**src/rtl/present_sbox_3sh_pipe.sv**
```systemverilog
// Three-share masked PRESENT S-box layer: NSBOX 4-bit lanes, registered component
// functions, share compression with fresh-random refresh, and a two-stage valid/ready pipe.

// Component functions of one lane. cf[9*b + 3*i + j] is term (i,j) of output bit b.
// Share pair (i,j) picks the first two operands of each monomial, so the nine terms
// of a bit XOR to the unmasked S-box bit.
module nf_cf_1 (
  input  logic [2:0]  a,
  input  logic [2:0]  b,
  input  logic [2:0]  c,
  input  logic [2:0]  d,
  output logic [35:0] cf
);
  logic [3:0] xs [3];
  logic [3:0] xf;

  assign xs[0] = {d[0], c[0], b[0], a[0]};
  assign xs[1] = {d[1], c[1], b[1], a[1]};
  assign xs[2] = {d[2], c[2], b[2], a[2]};
  assign xf    = xs[0] ^ xs[1] ^ xs[2];

  always_comb begin
    logic [3:0] u, v, lin;
    logic       cst;
    cf = '0;
    for (int i = 0; i < 3; i++) begin
      for (int j = 0; j < 3; j++) begin
        u   = xs[i];
        v   = xs[j];
        lin = (i == j) ? u : 4'h0;
        cst = (i == 0) && (j == 0);
        // ANF of PRESENT S, bit 0 = LSB; cubic monomials take the recombined third operand
        cf[3*i + j]      = lin[0] ^ lin[2] ^ lin[3] ^ (u[1] & v[2]);
        cf[9 + 3*i + j]  = lin[1] ^ lin[3] ^ (u[0] & v[1] & xf[2]) ^ (u[1] & v[3])
                         ^ (u[0] & v[1] & xf[3]) ^ (u[2] & v[3]) ^ (u[0] & v[2] & xf[3]);
        cf[18 + 3*i + j] = cst ^ lin[2] ^ lin[3] ^ (u[0] & v[1]) ^ (u[0] & v[3]) ^ (u[1] & v[3])
                         ^ (u[0] & v[1] & xf[3]) ^ (u[0] & v[2] & xf[3]);
        cf[27 + 3*i + j] = cst ^ lin[0] ^ lin[1] ^ lin[3] ^ (u[1] & v[2]) ^ (u[0] & v[1] & xf[2])
                         ^ (u[0] & v[1] & xf[3]) ^ (u[0] & v[2] & xf[3]);
      end
    end
  end
endmodule

module present_sbox_3sh_pipe #(
  parameter int NSBOX      = 16,
  parameter int R_AT_INPUT = 1
) (
  input  logic                 clk,
  input  logic                 rst_n,
  input  logic                 flush,
  input  logic                 in_valid,
  output logic                 in_ready,
  input  logic [4*NSBOX-1:0]   in1,
  input  logic [4*NSBOX-1:0]   in2,
  input  logic [4*NSBOX-1:0]   in3,
  input  logic [8*NSBOX-1:0]   r,
  output logic                 out_valid,
  input  logic                 out_ready,
  output logic [4*NSBOX-1:0]   out1,
  output logic [4*NSBOX-1:0]   out2,
  output logic [4*NSBOX-1:0]   out3
);
  localparam int W   = 4 * NSBOX;
  localparam int CFW = 36 * NSBOX;
  localparam int RW  = 8 * NSBOX;

  logic [CFW-1:0] cf_w, cf_reg;
  logic [RW-1:0]  r_src;
  logic [W-1:0]   n1, n2, n3;
  logic           s1_v, s1_adv, s2_adv, accept, s2_load;

  // Handshake: a beat moves on a rising edge when valid && ready; a stage may take a new
  // beat when empty or when its successor advances; flush drops both stages and any input.
  assign s2_adv   = !out_valid || out_ready;
  assign s1_adv   = !s1_v || s2_adv;
  assign in_ready = s1_adv;
  assign accept   = in_valid && in_ready && !flush;
  assign s2_load  = s1_v && s2_adv && !flush;

  for (genvar k = 0; k < NSBOX; k++) begin : g_lane
    nf_cf_1 u_cf (
      .a  ({in3[4*k],   in2[4*k],   in1[4*k]}),
      .b  ({in3[4*k+1], in2[4*k+1], in1[4*k+1]}),
      .c  ({in3[4*k+2], in2[4*k+2], in1[4*k+2]}),
      .d  ({in3[4*k+3], in2[4*k+3], in1[4*k+3]}),
      .cf (cf_w[36*k +: 36])
    );
  end

  if (R_AT_INPUT != 0) begin : g_r_in
    logic [RW-1:0] r_reg;
    always_ff @(posedge clk or negedge rst_n) begin
      if (!rst_n)      r_reg <= '0;
      else if (accept) r_reg <= r;
    end
    assign r_src = r_reg;
  end else begin : g_r_live
    assign r_src = r;
  end

  always_ff @(posedge clk or negedge rst_n) begin
    if (!rst_n) begin
      s1_v   <= 1'b0;
      cf_reg <= '0;
    end else begin
      if (flush)       s1_v <= 1'b0;
      else if (s1_adv) s1_v <= in_valid;
      if (accept) cf_reg <= cf_w;
    end
  end

  always_comb begin
    logic q1, q2, q3, ra, rb;
    int   t, p;
    n1 = '0;
    n2 = '0;
    n3 = '0;
    for (int k = 0; k < NSBOX; k++) begin
      for (int b = 0; b < 4; b++) begin
        t  = 36*k + 9*b;
        p  = (b + 2) % 4;
        q1 = cf_reg[t]   ^ cf_reg[t+1] ^ cf_reg[t+2];
        q2 = cf_reg[t+3] ^ cf_reg[t+4] ^ cf_reg[t+5];
        q3 = cf_reg[t+6] ^ cf_reg[t+7] ^ cf_reg[t+8];
        ra = r_src[8*k + 2*p];
        rb = r_src[8*k + 2*p + 1];
        n1[4*k + b] = q1 ^ ra;
        n2[4*k + b] = q2 ^ rb;
        n3[4*k + b] = q3 ^ ra ^ rb;
      end
    end
  end

  // Data registers are never cleared on drain so shares do not recombine on the wires.
  always_ff @(posedge clk or negedge rst_n) begin
    if (!rst_n) begin
      out_valid <= 1'b0;
      out1      <= '0;
      out2      <= '0;
      out3      <= '0;
    end else begin
      if (flush)       out_valid <= 1'b0;
      else if (s2_adv) out_valid <= s1_v;
      if (s2_load) begin
        out1 <= n1;
        out2 <= n2;
        out3 <= n3;
      end
    end
  end
endmodule
```
**config.mk**
```make
export PLATFORM = sky130hd
export DESIGN_NAME = present_sbox_3sh_pipe
export DESIGN_NICKNAME = d
export VERILOG_FILES = /design/src/rtl/present_sbox_3sh_pipe.sv
export SDC_FILE = /design/constraint.sdc
export NUM_CORES = 2
export LEC_CHECK = 0
export CAP_MARGIN = 20
export CORE_ASPECT_RATIO = 1.1
export CORE_UTILIZATION = 60
export CTS_CLUSTER_SIZE = 10
export DETAILED_ROUTE_END_ITERATION = 16
export PLACE_DENSITY = 0.8
export SYNTH_ARGS = -nofsm -noshare
export SYNTH_HDL_FRONTEND = slang
export SYNTH_HIERARCHICAL = 1
export SYNTH_SLANG_ARGS = --single-unit
```
**constraint.sdc**
```tcl
create_clock -name clk -period 1.8 [get_ports clk]
set_clock_uncertainty 0.05 [all_clocks]
set_input_delay 0.36 -clock clk [delete_from_list [all_inputs] [get_ports clk]]
set_output_delay 0.36 -clock clk [all_outputs]
set_load 0.01 [all_outputs]
```
# --- Yosys cells after proc, flatten, opt, wreduce, memory -nomap -nowiden ---
# Index checks and enable logic that the tools add are counted.
op_classes:
  mux: 4
  n_bitwise: 4064
  reduce_logical: 11
op_table:
  columns: ["cell", "count"]
  rows:
  - ["$xor A1 B1 Y1", 2704]
  - ["$and A1 B1 Y1", 1296]
  - ["$xor A4 B4 Y4", 32]
  - ["$not A1 Y1", 32]
  - ["$logic_and A1 B1 Y1", 4]
  - ["$mux W1", 4]
  - ["$reduce_bool A2 Y1", 2]
  - ["$logic_not A1 Y1", 3]
  - ["$logic_or A1 B1 Y1", 2]
totals:
  reg_bits: 898
  input_bits: 325
  out_inout_bits: 194
  wordCells: 4086

# --- Logic depth before layout (Yosys ltp) ---
depth:
  ltp_word: 8
  depth_mapped: 9
  mapped_depth_nobuf: 6

# --- Hierarchy ---
# The synthesis kept the hierarchy.
modules_own_cells:
  columns: ["mod", "instances", "cells_each", "area_per_inst_um2"]
  rows:
  - ["present_sbox_3sh_pipe", 1, 2478, 39385.3]
  - ["nf_cf_1 (g_lane[10].u_cf ...)", 15, 195, 1512.7]
  - ["nf_cf_1 (g_lane[0].u_cf)", 1, 195, 1448.9]

# --- Worst setup path after synthesis ---
# No wires, ideal clock.
synth_timing:
  path_type: "input to register"
  start: "input port in2[23]"
  end: "register cf_reg[196]"
  arrival_time_ps: 1976
  required_ps: 1622
  setup_slack_ps: -354
  stages: 7
  path_buffers: 2
  path_cell_list: "buf_6 -> xor3_2 -> buf_4 -> nor4_1 -> a311oi_1 -> xor2_1 -> mux2_1"
synth_via:
  elab_chain_cells: 6
  word_cells_on_any_way: 10
synth_lines:
  columns: ["element", "line_no", "rtl"]
  rows:
  - ["start, declared", "55", "input logic [4*NSBOX-1:0] in2,"]
  - ["$xor A4 B4 Y4 (2 in a row)", "20", "assign xf = xs[0] ^ xs[1] ^ xs[2];"]
  - ["$and A1 B1 Y1", "35", "^ (u[0] & v[1] & xf[3]) ^ (u[2] & v[3]) ^ (u[0] & v[2] & xf[3]);"]
  - ["$xor A1 B1 Y1 (2 in a row)", "35", null]
  - ["$xor A1 B1 Y1 *", "35", null]
  - ["via cf_w[196]", "68", "logic [CFW-1:0] cf_w, cf_reg;"]
  - ["end signal, assigned", "109", "if (accept) cf_reg <= cf_w;"]
  - ["end, declared", "68", null]
# The timed path passes the listed nets; every way through them passes the cells marked *.
# A chain may end at the register's enable or synchronous reset.

# --- Final worst setup path ---
layout_timing:
  start: "register out_valid"
  end: "register g_r_in.r_reg[117]"
layout_via:
  elab_chain_cells: 5
layout_lines:
  columns: ["element", "line_no", "rtl"]
  rows:
  - ["start, declared", "58", "output logic out_valid,"]
  - ["start signal, assigned", "144", "else if (s2_adv) out_valid <= s1_v;"]
  - ["$logic_not A1 Y1", "75", "assign s2_adv = !out_valid || out_ready;"]
  - ["$logic_or A1 B1 Y1", "75", null]
  - ["$logic_or A1 B1 Y1", "76", "assign s1_adv = !s1_v || s2_adv;"]
  - ["$logic_and A1 B1 Y1 (2 in a row)", "78", "assign accept = in_valid && in_ready && !flush;"]
  - ["end signal, assigned", "95", "else if (accept) r_reg <= r;"]
  - ["end, declared", "92", "logic [RW-1:0] r_reg;"]
# No other way between the ends.

==> results.cfg <==
[worst_setup_path]
r2r_slack_ns = -0.28
worst-r2r-cell-count = 9
cp_slowest_cell = dfrtp_1
worstReg2RegEnd = g_r_in.r_reg[117]$_DFFE_PN0P_
max_stage_delay_ns = 0.39
required_ns = 2.33
path_class = reg -> reg
reg2reg_from = out_valid$_DFFE_PN0P_
cp_cell_sequence = nor2b_4 > buf_6 > a21oi_4 > buf_6 > buf_8 > buf_12 > buf_12 > buf_16 > mux2_4
cp_num_cells = 9
crit_start = out_valid$_DFFE_PN0P_
cp-end-kind = flip-flop
critPathBufInv = 6
cp-start-kind = flip-flop
cp_max_fo = 8
path_delay_family = buffers and inverters
critPathArrivalTime_ns = 2.61

[final_layout]
layout-drive-gt1-share_pct = 33.3
final_area_um2 = 85800
areaGrowthSynthToFinish_pct = 35.0
largest_reg_flops = 576
instances_no_fill = 8528
final_net_count = 7612

[placed_design]
placed_area_um2 = 78900
dp_hpwl_mm = 133
place_inst = 8244
port_buffers = 518
finalWeightedCongestion = 0.949

[power_and_ir_drop]
switching_share_pct = 34.0
p_int_mw = 59.7
p_leak_nw = 39.6
p_per_area_nw_per_um2 = 1060
power_frac_seq_pct = 34.9
share_comb_of_total_power_pct = 43.7
clockPowerShare_pct = 21.3
ir_worst_vdd_v = 0.000927
p_sw_mw = 30.8

[sta]
max_clock_freq_mhz = 481
layout_setup_ws_ns = -0.278
hold_viol = 0
fin_crit_ns = 2.08
setup_violations = 883
rsz0062_at_grt = true
tightest_slew_ns = 0.497
fin_crit_sh_pct = 115
relSlewSlack_pct = 65.9
slew_viol_final = 0

[route]
route.detailed.drc = 0
vias = 50029
drt_wl_total_mm = 196
postRouteAntennaNets = 0
dr.first_iter.drc_count = 3141
wire_per_inst_um = 23.0
firstDrtPassIters = 6
vias_per_cell = 5.87

[floorplanning]
initial_core_util_pct = 60.8
core.rowCount = 124
io_pins = 519
die_h_um = 343
core_area_um2 = 104000
dieWidth_um = 312
die_area_um2 = 107000

[synth]
syn_nets = 6115
syn_inst = 5598
synthFlopType = dfrtp_1
avgSynthCellArea_um2 = 11.3
ys_ff_latch = 898
netlist_area_um2 = 63500
ys.warnings.count = 6
async_reset_ff_share_pct = 100
synth.distinct_cells = 60
synthTopCellsByCount = 898 x dfrtp_1, 842 x xnor2_1, 560 x mux2_1
yosysMostFrequentCell = dfrtp_1
synth_top_cell_by_area = dfrtp_1
synth_area_leaders = dfrtp_1 35%, xnor2_1 12%, mux2_1 9.9%, mux2_2 6.2%, xor2_1 5.2%
synth_top_area_share_pct = 35.4
synth_edf_count = 0
ys_seq_area_share_pct = 35.4

[global_route]
grt_overflow = 0
grt_pass1_wl_mm = 294
grt_max_degree = 56
grt.total_usage_pct = 34.7
antenna_found_initial = 29
grt_pass1_vias = 52468

[clock_network]
cts_tree = done
cts_buffer_depth = 3
cts.clk_slew.worst_paths_ns = 0.06
cts_made_buffers = 104
cts_num_sinks = 898
clock_tree.root_cell = clkbuf_16
clkLatencyLatePin_ns = 0.70
h-tree-depth = 3

[min_path]
hold_class = in -> async

[outcome]
status = finished, violations left
violations = negative setup slack

[flow_run]
drv_cap = 0
-- cell type report --
cell class | instances | area (um^2)
multi-input combinational | 4239 | 41400
sequential | 898 | 22500
fill | 5903 | 18700
timing repair buffer | 1776 | 16900
clock buffer | 130 | 2810
tap | 1386 | 1730
inverter | 76 | 285
clock inverter | 9 | 91.3
antenna | 14 | 35.0
-- metal layers --
layer / track usage [%] / vias to the layer above / part of all wire [%]
met1: 43.1 / 25138 / 40
met3: 5.34 / 499 / 5.9
li1: - / 22647 / -
met4: 14.5 / 30 / 4.3
met5: 0 / - / 0.10
met2: 60.2 / 1715 / 50
-- placed cells by master, fill, tap and decap left out, types with 31 or more instances in the layout --
master	n
and4b_1	45
ha_1	192
a221o_1	31
xnor3_1	79
a221oi_2	40
mux2_2	220
nand2_1	276
and3_1	45
mux2_1	193
xnor2_1	837
and2_1	127
mux2_4	498
a21oi_1	92
xor2_1	373
buf_12	100
nor2b_1	93
dlygate4sd2_1	96
nor2_1	67
nand3_1	63
o211ai_1	33
nand2b_1	48
clkdlybuf4s50_1	276
o22ai_1	44
buf_4	1059
a21boi_0	45
clkdlybuf4s15_1	94
inv_1	76
mux2i_1	286
dfrtp_1	892
clkbuf_16	124
-- power by group through the flow --
stage	clock network (mW)	logic, mW	registers [mW]
finish	19.3	39.6	31.6
global route	20.3	41.9	32.2
CTS	19.6	38.1	31.3
detailed placement	0	37.1	31.5
global placement	0	36.1	31.1
floorplan	0	22.7	31.0
-- logic make-up (layout without fill, tap and decap cells) --
| family | Yosys count | after routing | share of synthesized area (%) |
|---|---|---|---|
| xor+xnor | 1329 | 1331 | 20.8 |
| mux | 1230 | 1230 | 21.2 |
| simple gates | 959 | 959 | 8.43 |
| flops | 898 | 898 | 35.4 |
| compound gates | 527 | 527 | 6.49 |
| buf+inv | 463 | 1991 | 3.89 |
| fa+ha+maj | 192 | 192 | 3.78 |
| other cells | 0 | 14 | 0 |
-- what timing repair did --
| action | 4_1_cts | 5_1_grt |
|---|---|---|
| hold buffers | 1 | 0 |
| setup endpoints to repair | 944 | 910 |
| setup buffers | 82 | 18 |
| endpoints found under the hold margin | 247 | 0 |
| cloned | 32 | 21 |
| resized for setup | 817 | 221 |
| pin swaps | 35 | 11 |
-- through the flow --
step | hold slack [ns] | power, mW | util (%) | setup slack, ns | setup TNS (ns)
after floorplan | 0.0144 | 53.7 | - | -0.329 | -65.92
after global placement | 0.233 | 67.3 | 75.6 | -1.01 | -523.41
after detailed placement | 0.231 | 68.6 | 75.6 | -1.03 | -552.19
after CTS | 0.0758 | 89.0 | 81.0 | -0.203 | -103.50
after global routing | 0.131 | 94.4 | 82.1 | -0.319 | -177.96
final | 0.121 | 90.5 | 82.1 | -0.278 | -135.83
-- worst max path at each step --
| stage | to |
|---|---|
| after floorplan | cf_reg[194]$_DFFE_PN0P_ |
| after global placement | cf_reg[194]$_DFFE_PN0P_ |
| after detailed placement | cf_reg[479]$_DFFE_PN0P_ |
| after CTS | g_r_in.r_reg[81]$_DFFE_PN0P_ |
| after global routing | cf_reg[394]$_DFFE_PN0P_ |
| final | g_r_in.r_reg[117]$_DFFE_PN0P_ |
-- worst register-to-register path: cells and delay by family (launching register included) --
kind	cells	cell delay [ns]
DFF	1	0.39
AOI/OAI and AO/OA	1	0.17
buffers and inverters	6	0.90
muxes	1	0.31
and+or+nand+nor	1	0.14
No activity file was read; power rests on OpenSTA's default activity.
